## src/rtl/addsub_rr_arbiter.sv

```systemverilog
// Round-robin arbiter feeding one registered add/sub datapath shared by NUM_REQ requesters.
// Optional signed-overflow output enabled by defining ADDSUB_ARB_OVF_EN.
module addsub_rr_arbiter #(
  parameter int unsigned NUM_REQ = 4,
  parameter int unsigned WIDTH   = 32,
  localparam int unsigned IDW    = $clog2(NUM_REQ)
) (
  input  logic                       clk,
  input  logic                       reset,
  input  logic [NUM_REQ-1:0]         req_valid,
  output logic [NUM_REQ-1:0]         req_ready,
  input  logic [NUM_REQ*WIDTH-1:0]   req_a,
  input  logic [NUM_REQ*WIDTH-1:0]   req_b,
  input  logic [NUM_REQ-1:0]         req_sub,
  output logic                       res_valid,
  input  logic                       res_ready,
  output logic [WIDTH-1:0]           res_data,
  output logic [IDW-1:0]             res_id,
`ifdef ADDSUB_ARB_OVF_EN
  output logic                       res_ovf,
`endif
  output logic [15:0]                ops_done
);

  localparam int unsigned CW = IDW + 1;

  typedef enum logic {StEmpty, StFull} state_e;

  state_e           state_q;
  logic [WIDTH-1:0] data_q;
  logic [IDW-1:0]   id_q;
  logic [IDW-1:0]   ptr_q;
  logic [15:0]      ops_q;

  logic             grant_valid;
  logic [IDW-1:0]   grant_idx;
  logic [CW-1:0]    cand;
  logic             accept;
  logic             fire;
  logic [IDW-1:0]   ptr_next;
  logic [WIDTH-1:0] a_sel;
  logic [WIDTH-1:0] b_sel;
  logic             sub_sel;
  logic [WIDTH-1:0] b_op;
  logic [WIDTH-1:0] result;

  // Scan from ptr upward, wrapping; the first valid requester wins.
  always_comb begin
    grant_valid = 1'b0;
    grant_idx   = '0;
    cand        = '0;
    for (int k = 0; k < NUM_REQ; k++) begin
      cand = {1'b0, ptr_q} + CW'(k);
      if (cand >= CW'(NUM_REQ)) begin
        cand = cand - CW'(NUM_REQ);
      end
      if (!grant_valid && req_valid[cand[IDW-1:0]]) begin
        grant_valid = 1'b1;
        grant_idx   = cand[IDW-1:0];
      end
    end
  end

  assign accept    = (state_q == StEmpty) | res_ready;
  assign fire      = grant_valid & accept & ~reset;
  assign req_ready = fire ? (NUM_REQ'(1) << grant_idx) : '0;
  assign ptr_next  = (grant_idx == IDW'(NUM_REQ - 1)) ? '0 : grant_idx + IDW'(1);

  assign a_sel   = req_a[grant_idx*WIDTH +: WIDTH];
  assign b_sel   = req_b[grant_idx*WIDTH +: WIDTH];
  assign sub_sel = req_sub[grant_idx];

  // Subtraction as a + ~b + 1, with the +1 folded in as carry-in.
  assign b_op   = sub_sel ? ~b_sel : b_sel;
  assign result = a_sel + b_op + WIDTH'(sub_sel);

`ifdef ADDSUB_ARB_OVF_EN
  logic ovf_q;
  logic ovf_d;

  always_comb begin
    ovf_d = 1'b0;
    if (result[WIDTH-1] != a_sel[WIDTH-1]) begin
      ovf_d = sub_sel ? (a_sel[WIDTH-1] != b_sel[WIDTH-1])
                      : (a_sel[WIDTH-1] == b_sel[WIDTH-1]);
    end
  end

  always_ff @(posedge clk) begin
    if (reset) begin
      ovf_q <= 1'b0;
    end else if (fire) begin
      ovf_q <= ovf_d;
    end
  end

  assign res_ovf = ovf_q;
`endif

  always_ff @(posedge clk) begin
    if (reset) begin
      state_q <= StEmpty;
      data_q  <= '0;
      id_q    <= '0;
      ptr_q   <= '0;
      ops_q   <= '0;
    end else begin
      if (fire) begin
        state_q <= StFull;
        data_q  <= result;
        id_q    <= grant_idx;
        ptr_q   <= ptr_next;
      end else if (res_ready) begin
        state_q <= StEmpty;
      end
      if ((state_q == StFull) && res_ready) begin
        ops_q <= ops_q + 16'd1;
      end
    end
  end

  assign res_valid = (state_q == StFull);
  assign res_data  = data_q;
  assign res_id    = id_q;
  assign ops_done  = ops_q;

endmodule

```

## config.mk

```make
export PLATFORM = sky130hd
export DESIGN_NAME = addsub_rr_arbiter
export DESIGN_NICKNAME = d
export VERILOG_FILES = /design/src/rtl/addsub_rr_arbiter.sv
export SDC_FILE = /design/constraint.sdc
export NUM_CORES = 1
export LEC_CHECK = 0
export ABC_AREA = 0
export BUFFER_PORTS_ARGS = -buffer_cell sky130_fd_sc_hd__buf_2
export CORE_MARGIN = 8
export CORE_UTILIZATION = 40
export DETAILED_ROUTE_END_ITERATION = 8
export GPL_ROUTABILITY_DRIVEN = 0
export GPL_TIMING_DRIVEN = 0
export PLACE_DENSITY = 0.84
export SLEW_MARGIN = 20
export SYNTH_ARGS = -nofsm -noshare
export SYNTH_HDL_FRONTEND = slang
export SYNTH_SLANG_ARGS = --single-unit
export TNS_END_PERCENT = 50
```

## constraint.sdc

```tcl
create_clock -name clk -period 6 [get_ports clk]
set_input_delay 0.6 -clock clk [delete_from_list [all_inputs] [get_ports clk]]
set_output_delay 0.6 -clock clk [all_outputs]
set_load 0.1 [all_outputs]
```

==> run summary, run 1 <==
Final core utilization: 54.0%
CP Class: input pin to flip-flop
CP arrival: 5870 ps
Setup Buffers After CTS: 0
Total track usage: 27.4%
Cell Chain, Critical Path: buf_2, nor2b_1, or4b_1, buf_2, nand2_1, clkbuf_2, buf_1, nand2_1, and3_1, a31oi_1, ha_1, o21ai_0, nand3b_1, a41oi_1, o21ai_1, and3_1, o31a_1, o41ai_1, xor2_1, o21ai_0
Die ar.: 19400 sq um
Req. time, crit path: 6160 ps
Slew Limit Fails: 0
Final Skew: 5.49 ps
# nets final: 1579
Synth top area cells: nand2_1 (19%), dfxtp_1 (17%), xor2_1 (7.3%)
Yosys top cell by area: nand2_1
Largest net degree at the start of global routing: 16
Vias per cell: 5.61
# IOs: 322
Critical-path maximum fanout: 10
Setup violators final: 0
Crit end category: flip-flop
Cell Pwr Density: 570 nW/um^2
Core box area: 15000 sq um
Detail Route Antenna Nets: 0
Number of global-route vias before repair: 7756
Power Total: 4.63 mW
Synth Flop Type: dfxtp_1
Standard-cell row count: 45
Total wire length: 28000 um
# hold bufs at CTS: 0
Register area share after synthesis: 17.4%
Final period util: 95.1%
CTS tree: built
Router iterations before antenna repair: 7
Cell count after synthesis: 949
Clock slew at reported path FFs: 60 ps
Startpoint class of the critical path: input pin
CP max stage delay: 510 ps
Peak Freq: 175 MHz
WL/cell: 19.1 um
Hold Crit Class: flip-flop to flip-flop
Share of the synthesized area in the top cell type: 18.7%
Max VDD drop: 0.215 mV
Cts bufs inserted: 5
Synth Net Count: 1252
Clock root buffer: clkbuf_16
First-pass GRT wire length: 42600 um
Input/output buffers: 321
Routed vias: 8217
DP HPWL: 24000 um
Post-Syn Area: 6090 sq um
Worst Hold Slack: 452 ps
Clock Latency Late Sink: 290 ps
Synth warnings: 0
Die height: 139 um
Die W: 139 um
Status: completed
Leak Pwr: 4.25 nW
Layout cells sized above 1: 27.8%
Antenna violations before repair: 1
DRC Markers: 0
RSZ-0062 raised after global routing: false
Relative slew slack: 52.6%
Clock Sinks: 53
Max cap viols: 0
FF+latch count, synth: 53
Post-synthesis average cell area: 6.41 sq um
Placed inst area: 7930 sq um
Synth unique cells: 61
N_diodes: 0
Slew @ Worst Pin: 711 ps
Deepest clock path buffer count: 2
Fraction of registers with async set/reset: 0%
Final Hold Fails: 0
EDFF count, synth: 0
Final instance area: 8110 sq um
Period minus WS final: 5710 ps
Detailed router's first-iteration violation count: 746
Worst path slowest cell: or4b_1
H-tree depth: 2
Total gr overflow: 0
Syn-to-layout area delta: 33.3%
Effective utilization at floorplan: 40.5%
## layer usage
| layer | global-route usage [%] | routed length [um] |
|---|---|---|
| met3 | 5.03 | 2510 |
| met2 | 46.7 | 13300 |
| met4 | 7.97 | 735 |
| met1 | 34.3 | 11500 |
| met5 | 0 | 10 |
## area by class of cell
class                   count  area, sq um
well taps                 188          235
fillers                  1488         6920
inverters                   9         33.8
plain buffers              64          264
multi-input cells         822         4740
repair buffers            321         1610
clock inverters             1         30.0
flip-flops and latches     53         1060
clock buffers               7          143
## what timing repair did
action / in CTS / in global routing
gates resized for setup: 2 / 17
pin swaps: 0 / 0
setup endpoints to repair: 1 / 5
## power by group
part | total, mW | switching, mW | internal [mW] | leakage [nW]
Sequential | 0.502 | 0.0458 | 0.456 | 0.437
Combinational | 3.79 | 2.58 | 1.21 | 3.73
Clock | 0.331 | 0.122 | 0.208 | 0.0841
## final timing paths
path | from | endpoint | slack [ps] | depth (start not counted)
worst max-delay path | req_valid[2] | res_data[30] | 290 | 20
worst min-delay path | res_data[27] | res_data[27] | 450 | 2
worst max register to register | ptr_q[0] | res_data[30] | 420 | 19
worst min register to register | res_data[27] | res_data[27] | 450 | 2
## cell usage after synthesis, types with 8 or more instances
library cell and n:
xor2_1 51, nand2_1 303, inv_1 8, o21ai_0 40, and3_1 65, nor2_1 37, ha_1 35, dfxtp_1 53
clkbuf_1 48, a21o_1 17, nand3_1 41, a31oi_1 63, a21oi_1 27, xnor2_1 14, buf_1 12
## per-stage QoR
step                TNS (ps)  worst slack [ps]  std cells
finish                     0               292       1465
global route               0              19.2       1465
CTS                        0               124       1466
detailed placement     -1280              -370       1458
global placement        -806              -274       1458
floorplan                  0              1060        949
## worst max-delay path, delay by kind of cell
kind / cells / cell delay, ps
buffers and inverters: 4 / 1080
xor gates and xnor gates: 1 / 210
adders and majority gates: 1 / 350
AOI/OAI and AO/OA: 7 / 1930
and+or+nand+nor: 7 / 1690
## cells by family (layout without fill, tap and decap cells)
family | count (synthesis) | after routing | share of synthesized area (%)
compound gates | 209 | 209 | 22.4
fa+ha+maj | 36 | 36 | 7.52
flops | 53 | 53 | 17.4
buf+inv | 74 | 402 | 4.71
xor+xnor | 65 | 65 | 9.35
simple gates | 507 | 507 | 37.7
mux | 5 | 5 | 0.904
## cell usage in the layout (no fill, tap or decap), drive strengths merged, types with 9 or more instances in the layout
cell	n
buf	334
nand2	303
and3	65
a31oi	63
clkbuf	58
dfxtp	53
xor2	51
o21ai	46
nand3	41
nor2	37
ha	35
a21oi	27
a21o	17
xnor2	14
inv	9
## flip-flops by register name, indices dropped and copies added (netlist names)
signal and cells:
ops_done 16, ptr_q 2, res_data 32, res_id 2, res_valid 1
Note: power is estimated with default switching activity, not from simulation.
==> inputs of run 2 (changes only) <==
==> constraint.sdc (replaced) <==
create_clock -name clk -period 7.1 [get_ports clk]
set_input_delay 0.71 -clock clk [delete_from_list [all_inputs] [get_ports clk]]
set_output_delay 0.71 -clock clk [all_outputs]
set_load 0.1 [all_outputs]
==> run 2 against run 1 <==
Compared with the run above:
- clock power shrank 15%
- sequential power decreased by 16%
- power is 15% lower
- die area did not move
- sequential share of layout area is essentially flat
- final area shrank 0.14%
- setup slack better by 530 ps
- final cell count about the same
==> run summary, run 2 (synthesis results as in run 1) <==
Max VDD drop: 0.180 mV (-16%)
Final Skew: 5.97 ps (+0.476 ps)
Final Hold Fails: 0 (unchanged)
Leak Pwr: 4.22 nW (-0.78%)
CP Class: input pin to flip-flop
Total track usage: 27.4% (unchanged)
Clock Sinks: 53 (unchanged)
GR Layer Usage met1: 34.3% (unchanged)
Standard-cell row count: 45 (unchanged)
Peak Freq: 159 MHz
DP HPWL: 24000 um (unchanged)
R2r setup slk: 1130 ps (+710 ps)
Clock root buffer: clkbuf_16
WL/cell: 19.2 um (+0.36%)
Worst slack, placed: 620 ps (+990 ps)
Die W: 139 um (unchanged)
Status: completed
Effective utilization at floorplan: 40.5% (unchanged)
Router iterations before antenna repair: 7 (unchanged)
RR Endpoint: res_data[30]
N_diodes: 0 (unchanged)
Crit end category: flip-flop
Critical-path maximum fanout: 10 (unchanged)
Die ar.: 19400 sq um (unchanged)
Core box area: 15000 sq um (unchanged)
Vias per cell: 5.63 (+0.41%)
Antenna violations before repair: 1 (unchanged)
Deepest clock path buffer count: 2 (unchanged)
First-pass GRT wire length: 42600 um (unchanged)
Switching Share: 59.6% (+0.11 points)
Most frequent cells in the layout: buf_2 (325), nand2_1 (303), and3_1 (65), a31oi_1 (63), dfxtp_1 (53)
Final instance area: 8100 sq um (-0.14%)
Clock power frac: 7.2% (about the same)
# hold bufs at CTS: 0 (unchanged)
Setup violators final: 0 (unchanged)
Setup Buffers After CTS: 0 (unchanged)
RSZ-0062 raised after global routing: false
Reg2Reg Depth: 20 (+1)
Relative slew slack: 51.0% (-1.6 points)
Cts bufs inserted: 5 (unchanged)
Die height: 139 um (unchanged)
Total gr overflow: 0 (unchanged)
Largest net degree at the start of global routing: 16 (unchanged)
Combinational Power Share: 82.0% (about the same)
Slew @ Worst Pin: 735 ps (+24.0 ps)
Sequential Power Share: 10.8% (about the same)
Total wire length: 28100 um (+0.43%)
Startpoint class of the critical path: input pin
Max FFs per register: 32 (unchanged)
Placed inst area: 7930 sq um (unchanged)
Clock slew at reported path FFs: 60 ps (about the same)
Final period util: 88.5%
Number of global-route vias before repair: 7756 (unchanged)
Max cap viols: 0 (unchanged)
Routed vias: 8256 (+0.47%)
CTS tree: built
Req. time, crit path: 7260 ps (+1100 ps)
Detailed router's first-iteration violation count: 803 (+7.6%)
Final core utilization: 53.9% (-0.075 points)
Clock Latency Late Sink: 290 ps (about the same)
Commonest non-fill, non-tap cell in the layout: buf_2
Input/output buffers: 321 (unchanged)
Setup slack after layout: 819 ps (+527 ps)
Layer with the highest usage: met2
Detail Route Antenna Nets: 0 (unchanged)
H-tree depth: 2 (unchanged)
Slew Limit Fails: 0 (unchanged)
Layout cells sized above 1: 26.8% (-0.96 points)
Cell Pwr Density: 483 nW/um^2 (-15%)
Setup TNS Final: 0 ps (unchanged)
Switching power: 2.33 mW (-15%)
CP arrival: 6440 ps (+570 ps)
Hold Crit Class: flip-flop to flip-flop
Critical path origin: req_valid[1]
Period minus WS final: 6280 ps
DRC Markers: 0 (unchanged)
CTS resizes: 0 (-2)
Internal: 1.58 mW (-16%)
Power Total: 3.91 mW (-15%)
M3 GR Usage: 5.03% (unchanged)
Syn-to-layout area delta: 33.1%
Worst setup path endpoint: res_data[30]
Met2 Resource Use GR: 46.7% (unchanged)
R2R Path Start: ptr_q[0]
# IOs: 322 (unchanged)
# nets final: 1580 (+0.063%)
==> run 2: stage by stage <==
stage / std cells / hold WS [ps]
detailed placement: 1458 / 440
global route: 1466 / 476
CTS: 1466 / 454
global placement: 1458 / 431
finish: 1466 / 452
floorplan: 949 / 527
==> run 2: power groups by stage <==
stage	registers (mW)	logic (mW)	clock network, mW
after floorplan	0.974	1.82	0
after global placement	0.425	3.06	0
after detailed placement	0.430	3.12	0
after CTS	0.424	3.13	0.283
after global routing	0.434	3.43	0.294
final	0.424	3.21	0.280
==> run 2: cell type report <==
class	count	area (sq um)
clock inverters	1	30.0
flip-flops and latches	53	1060
well taps	188	235
plain buffers	65	253
fillers	1486	6930
clock buffers	7	143
inverters	9	33.8
repair buffers	321	1610
multi-input cells	822	4740
==> run 2: worst min path at each step <==
stage / end / slack [ps] / cells after the start / from
after global routing: res_data[25] / 480 / 2 / res_data[25]
after CTS: res_data[27] / 450 / 2 / res_data[27]
final: res_data[27] / 450 / 2 / res_data[27]
after global placement: res_data[11] / 430 / 2 / res_data[11]
after floorplan: ptr_q[0] / 530 / 2 / ptr_q[0]
after detailed placement: res_data[4] / 440 / 2 / res_data[4]
==> run 2: routing by layer <==
metal	vias to the layer above	share of wire, %
li1	3984	-
met1	3721	41
met2	482	47
met3	67	8.9
met4	2	2.8
met5	-	0.036
==> run 2: worst max-delay path: stages <==
cell and delay [ps]:
buf_2 120, nor2_1 380, or4_1 180, buf_2 190, nand2_1 250, inv_2 220, clkbuf_1 520, buf_1 600
nand2_1 150, and3_1 190, a31oi_1 290, ha_1 380, o21ai_0 300, nand3b_1 120, a41oi_1 340, o21ai_1 240
and3_1 250, o31a_1 310, o41ai_1 400, xor2_1 210, o21ai_0 80
